`config.mk`:
```
export PLATFORM = sky130hd
export DESIGN_NAME = serial_add_sequencer
export DESIGN_NICKNAME = d
export VERILOG_FILES = /design/src/rtl/serial_add_sequencer.sv
export SDC_FILE = /design/constraint.sdc
export NUM_CORES = 1
export LEC_CHECK = 0
export ABC_AREA = 1
export BUFFER_PORTS_ARGS = -buffer_cell sky130_fd_sc_hd__buf_2
export CORE_MARGIN = 1.5
export CORE_UTILIZATION = 48
export CTS_CLUSTER_SIZE = 10
export DETAILED_ROUTE_END_ITERATION = 16
export PLACE_DENSITY_LB_ADDON = 0.3
export SKIP_CTS_REPAIR_TIMING = 1
export SLEW_MARGIN = 20
export SYNTH_ARGS = -nofsm -noshare
export SYNTH_HDL_FRONTEND = slang
export SYNTH_SLANG_ARGS = --single-unit
```
`constraint.sdc`:
```
create_clock -name clk_i -period 1.1 [get_ports clk_i]
set_input_delay 0 -clock clk_i [delete_from_list [all_inputs] [get_ports clk_i]]
set_output_delay 0 -clock clk_i [all_outputs]
set_load 0.05 [all_outputs]
```
`src/rtl/serial_add_sequencer.sv`:
```
// Bit-serial adder sequencer: loads two WIDTH-bit operands, adds them LSB first
// through a single full-adder slice plus carry flop, and presents {cout,sum} with a done pulse.
module serial_add_sequencer #(
    parameter int WIDTH = 64
) (
    input  logic             clk_i,
    input  logic             rst_i,
    input  logic             start_i,
    input  logic [WIDTH-1:0] a_i,
    input  logic [WIDTH-1:0] b_i,
    input  logic             cin_i,
    output logic             busy_o,
    output logic             done_o,
    output logic [WIDTH-1:0] sum_o,
    output logic             cout_o
);

    localparam int CW = (WIDTH > 1) ? $clog2(WIDTH) : 1;
    localparam logic [CW-1:0] LAST_BIT = CW'(WIDTH - 1);

    typedef enum logic [1:0] {
        IDLE  = 2'd0,
        SHIFT = 2'd1,
        DONE  = 2'd2
    } state_t;

    state_t           state_q;
    logic [WIDTH-1:0] sa_q, sa_d;
    logic [WIDTH-1:0] sb_q, sb_d;
    logic [WIDTH-1:0] sr_q, sr_d;
    logic             c_q, c_d;
    logic [CW-1:0]    cnt_q, cnt_d;
    logic             busy_q, done_q;

    logic             bit_sum, bit_carry, last_bit;

    // The single full-adder slice that every SHIFT cycle reuses.
    assign bit_sum   = sa_q[0] ^ sb_q[0] ^ c_q;
    assign bit_carry = (sa_q[0] & sb_q[0]) | (sa_q[0] & c_q) | (sb_q[0] & c_q);
    assign last_bit  = (cnt_q == LAST_BIT);

    always_comb begin
        sa_d  = sa_q;
        sb_d  = sb_q;
        sr_d  = sr_q;
        c_d   = c_q;
        cnt_d = cnt_q;
        unique case (state_q)
            IDLE: begin
                if (start_i) begin
                    sa_d  = a_i;
                    sb_d  = b_i;
                    c_d   = cin_i;
                    sr_d  = '0;
                    cnt_d = '0;
                end
            end
            SHIFT: begin
                sa_d  = {1'b0, sa_q[WIDTH-1:1]};
                sb_d  = {1'b0, sb_q[WIDTH-1:1]};
                c_d   = bit_carry;
                sr_d  = {bit_sum, sr_q[WIDTH-1:1]};
                // Hold at the final count so a power-of-two WIDTH never wraps.
                cnt_d = last_bit ? cnt_q : cnt_q + 1'b1;
            end
            default: ;
        endcase
    end

    always_ff @(posedge clk_i) begin
        if (rst_i) begin
            state_q <= IDLE;
            sa_q    <= '0;
            sb_q    <= '0;
            sr_q    <= '0;
            c_q     <= 1'b0;
            cnt_q   <= '0;
            busy_q  <= 1'b0;
            done_q  <= 1'b0;
        end else begin
            sa_q  <= sa_d;
            sb_q  <= sb_d;
            sr_q  <= sr_d;
            c_q   <= c_d;
            cnt_q <= cnt_d;
            unique case (state_q)
                IDLE: begin
                    done_q <= 1'b0;
                    if (start_i) begin
                        state_q <= SHIFT;
                        busy_q  <= 1'b1;
                    end
                end
                SHIFT: begin
                    if (last_bit) begin
                        state_q <= DONE;
                        busy_q  <= 1'b0;
                        done_q  <= 1'b1;
                    end
                end
                DONE: begin
                    state_q <= IDLE;
                    done_q  <= 1'b0;
                end
                default: begin
                    state_q <= IDLE;
                    busy_q  <= 1'b0;
                    done_q  <= 1'b0;
                end
            endcase
        end
    end

    assign busy_o = busy_q;
    assign done_o = done_q;
    assign sum_o  = sr_q;
    assign cout_o = c_q;

endmodule

```
==> insert_results.sql <==
INSERT INTO impl_metrics (metric_group, metric, value, unit) VALUES
('clock_tree', 'cts.root.buffer_cell', 'sky130_fd_sc_hd__clkbuf_16', ''),
('grt', 'grt_most_used_layer', 'met2', ''),
('yosys', 'postSynthNetCount', '1252', ''),
('cells_and_area', 'mostFrequentLayoutCells', '194 x sky130_fd_sc_hd__o21ai_1, 189 x sky130_fd_sc_hd__dfxtp_1, 130 x sky130_fd_sc_hd__dlygate4sd3_1, 130 x sky130_fd_sc_hd__buf_2, 126 x sky130_fd_sc_hd__nand2_1', ''),
('floorplanning', 'floorplan.initialDensity', '48.62', '%'),
('cells_and_area', 'syn_to_final_growth', '61.77', '%'),
('route', 'drtAntennaViolNets', '0', ''),
('floorplanning', 'floorplan.core_area', '17180', 'um^2'),
('yosys', 'seq_area_frac_synth', '48.66', '%'),
('floorplanning', 'io_pins', '199', ''),
('grt', 'gr_ovfl_total', '0', ''),
('timing', 'final-hold-violation-count', '0', ''),
('yosys', 'yosysUniqueCellTypes', '24', ''),
('clock_tree', 'insertion_delay_to_the_later_sink_of_the_worst_skew_pair', '0.52', 'ns'),
('min_path', 'hp-class', 'in2reg', ''),
('pwr', 'irDropWorstVdd', '1.281', 'mV'),
('worst_setup_path', 'worstRegToRegCells', '6', ''),
('pwr', 'share_seq_of_total_power', '44.0', '%'),
('route', 'first_pass_iters', '5', ''),
('route', 'routed_wire_length', '29310', 'um'),
('route', 'avgViaCountPerCell', '5.560', ''),
('clock_tree', 'tritoncts_num_sinks', '203', ''),
('timing', 'worst-slew-pin-transition', '0.4427', 'ns'),
('yosys', 'post_syn_area_per_cell', '7.470', 'um^2'),
('pwr', 'cell_internal_pwr', '13520', 'uW'),
('pwr', 'power.share.combinational', '16.8', '%'),
('status', 'failed_checks', 'negative setup slack', ''),
('worst_setup_path', 'critical_path.reg2reg.startpoint', 'state_q[1]', ''),
('grt', 'grt_first_pass_wirelength', '33840', 'um'),
('min_path', 'min_delay_path_depth', '5', ''),
('min_path', 'worstHoldStart', 'start_i', ''),
('route', 'wl_per_cell', '17.24', 'um'),
('worst_setup_path', 'critical_path.max_fanout', '66', ''),
('clock_tree', 'clock_tree_from_tritoncts', 'yes', ''),
('worst_setup_path', 'crit_required', '1.47', 'ns'),
('status', 'result_of_the_run', 'finished, violations left', ''),
('route', 'drt_iter0_drc', '815', ''),
('floorplanning', 'die_height', '134.9', 'um'),
('yosys', 'yosys_warnings', '0', ''),
('timing', 'clock_skew', '0.01618', 'ns'),
('pwr', 'clock_power_share', '39.2', '%'),
('clock_tree', 'number_of_buffers_added_by_the_clock_tree_synthesis_step', '24', ''),
('floorplanning', 'die_area', '18200', 'um^2'),
('placed_design', 'place_hpwl', '13460', 'um'),
('min_path', 'min_to', 'sa_q[23]', ''),
('timing', 'period_share', '123.9', '%'),
('pwr', 'power', '18310', 'uW'),
('worst_setup_path', 'crit_type', 'reg2reg', ''),
('grt', 'global_route.usage.total', '22.25', '%'),
('cells_and_area', 'layout.cells.non_filler', '1700', ''),
('cells_and_area', 'postLayoutCoreUtil', '78.66', '%'),
('route', 'via_count', '9452', ''),
('grt', 'met1_usage', '30.64', '%'),
('grt', 'first_global_vias', '7187', ''),
('timing', 'rsz0062_at_grt', 'true', ''),
('yosys', 'synth_area', '8352', 'um^2'),
('grt', 'grt.met3_usage', '4.017', '%'),
('grt', 'antenna_found_initial', '1', ''),
('pwr', 'p_sw_share', '26.17', '%'),
('placed_design', 'finalWeightedCongestion', '0.8319', ''),
('cells_and_area', 'nets', '1604', ''),
('timing', 'finalSetupViolCount', '202', ''),
('timing', 'finalWorstSetupSlack', '-0.2628', 'ns'),
('pwr', 'p_leak', '0.005813', 'uW'),
('yosys', 'synth-seq-cells', '203', ''),
('timing', 'finalMaxSlewViolations', '0', ''),
('floorplanning', 'die_width', '134.9', 'um'),
('worst_setup_path', 'cp.arrival', '1.73', 'ns'),
('timing', 'slew-limit-headroom', '70.49', '%'),
('grt', 'maximum_number_of_pins_on_one_net_before_global_route_repair', '93', ''),
('floorplanning', 'row_count', '48', '');
[sequential cells by signal, indices dropped and copies added, names as in the netlist]
signal,count
busy_o,1
cnt_q,6
cout_o,1
done_o,1
sa_q,64
sb_q,64
state_q,2
sum_o,64
[area by class of cell]
| class | instances | area [um^2] |
|---|---|---|
| repair inverters | 1 | 8.758 |
| clock inverters | 1 | 30.03 |
| fillers | 1138 | 3666 |
| multi-input cells | 692 | 4108 |
| inverters | 133 | 531.8 |
| diodes | 1 | 2.502 |
| clock buffers | 29 | 640.6 |
| well taps | 225 | 281.5 |
| repair buffers | 415 | 3821 |
| flip-flops and latches | 203 | 4086 |
[stage by stage]
step / area, um^2 / hold slack (ns)
after floorplan: 8557 / 0.1472
after global placement: 9996 / 0.2577
after detailed placement: 9996 / 0.2631
after CTS: 10670 / -0.2673
after global routing: 13510 / 0.1345
final: 13510 / 0.1247
[worst max-delay path, stage by stage (launching register included)]
cell	delay, ns
sky130_fd_sc_hd__dfxtp_2	0.35
sky130_fd_sc_hd__inv_4	0.07
sky130_fd_sc_hd__nand2_8	0.11
sky130_fd_sc_hd__buf_16	0.27
sky130_fd_sc_hd__o21ai_2	0.09
sky130_fd_sc_hd__o21ai_1	0.18
sky130_fd_sc_hd__a21oi_1	0.13
[worst max path at each step]
stage               start       end  cells past startpoint
6_report       state_q[1]  sa_q[10]                      6
5_1_grt        state_q[1]   sa_q[7]                      7
4_1_cts        state_q[1]  sb_q[53]                      7
3_5_place_dp   state_q[1]  sb_q[51]                      7
3_3_place_gp   state_q[1]   sb_q[4]                      7
2_1_floorplan      cout_o    cout_o                      4
[layer usage]
metal  up-vias  share of wire (%)
li1       4450                  -
met1      4386                 38
met2       497                 50
met3       119                7.0
met4         0                4.2
met5         -                  0
[kinds of logic after synthesis]
logic type      Yosys count  share of synthesized area, %
flops                   203                         48.66
fa+ha+maj                 2                        0.3895
compound gates          457                         28.49
buf+inv                 223                         11.04
simple gates            233                         11.42
[Yosys cell counts]
library cell / count / area, um^2
sky130_fd_sc_hd__buf_1: 1 / 3.750
sky130_fd_sc_hd__or2_2: 1 / 6.260
sky130_fd_sc_hd__inv_2: 5 / 18.77
sky130_fd_sc_hd__o21bai_1: 2 / 15.01
sky130_fd_sc_hd__nand2_1: 177 / 664.4
sky130_fd_sc_hd__o31ai_1: 31 / 232.7
sky130_fd_sc_hd__ha_1: 1 / 12.51
sky130_fd_sc_hd__o211ai_1: 1 / 7.510
sky130_fd_sc_hd__buf_4: 8 / 60.06
sky130_fd_sc_hd__a21oi_1: 133 / 665.6
sky130_fd_sc_hd__fa_1: 1 / 20.02
sky130_fd_sc_hd__buf_2: 44 / 220.2
sky130_fd_sc_hd__a22oi_1: 1 / 7.510
sky130_fd_sc_hd__nand3_1: 43 / 215.2
sky130_fd_sc_hd__clkbuf_1: 37 / 138.9
sky130_fd_sc_hd__inv_1: 128 / 480.5
sky130_fd_sc_hd__nand2_2: 3 / 18.77
sky130_fd_sc_hd__o211a_1: 1 / 10.01
sky130_fd_sc_hd__nand2_4: 1 / 11.26
sky130_fd_sc_hd__o21ai_1: 57 / 285.3
sky130_fd_sc_hd__nor2_1: 7 / 26.28
sky130_fd_sc_hd__o21ai_0: 231 / 1156
sky130_fd_sc_hd__dfxtp_1: 203 / 4064
sky130_fd_sc_hd__nor2_4: 1 / 11.26
[power groups by stage]
stage	combinational (uW)	clock, uW	sequential (uW)
6_report	3080	7180	8050
5_1_grt	3300	7530	8080
4_1_cts	2010	7230	7970
3_5_place_dp	1990	0	8120
3_3_place_gp	1970	0	8110
2_1_floorplan	1300	0	8110
No activity file was read; power rests on OpenSTA's default activity.
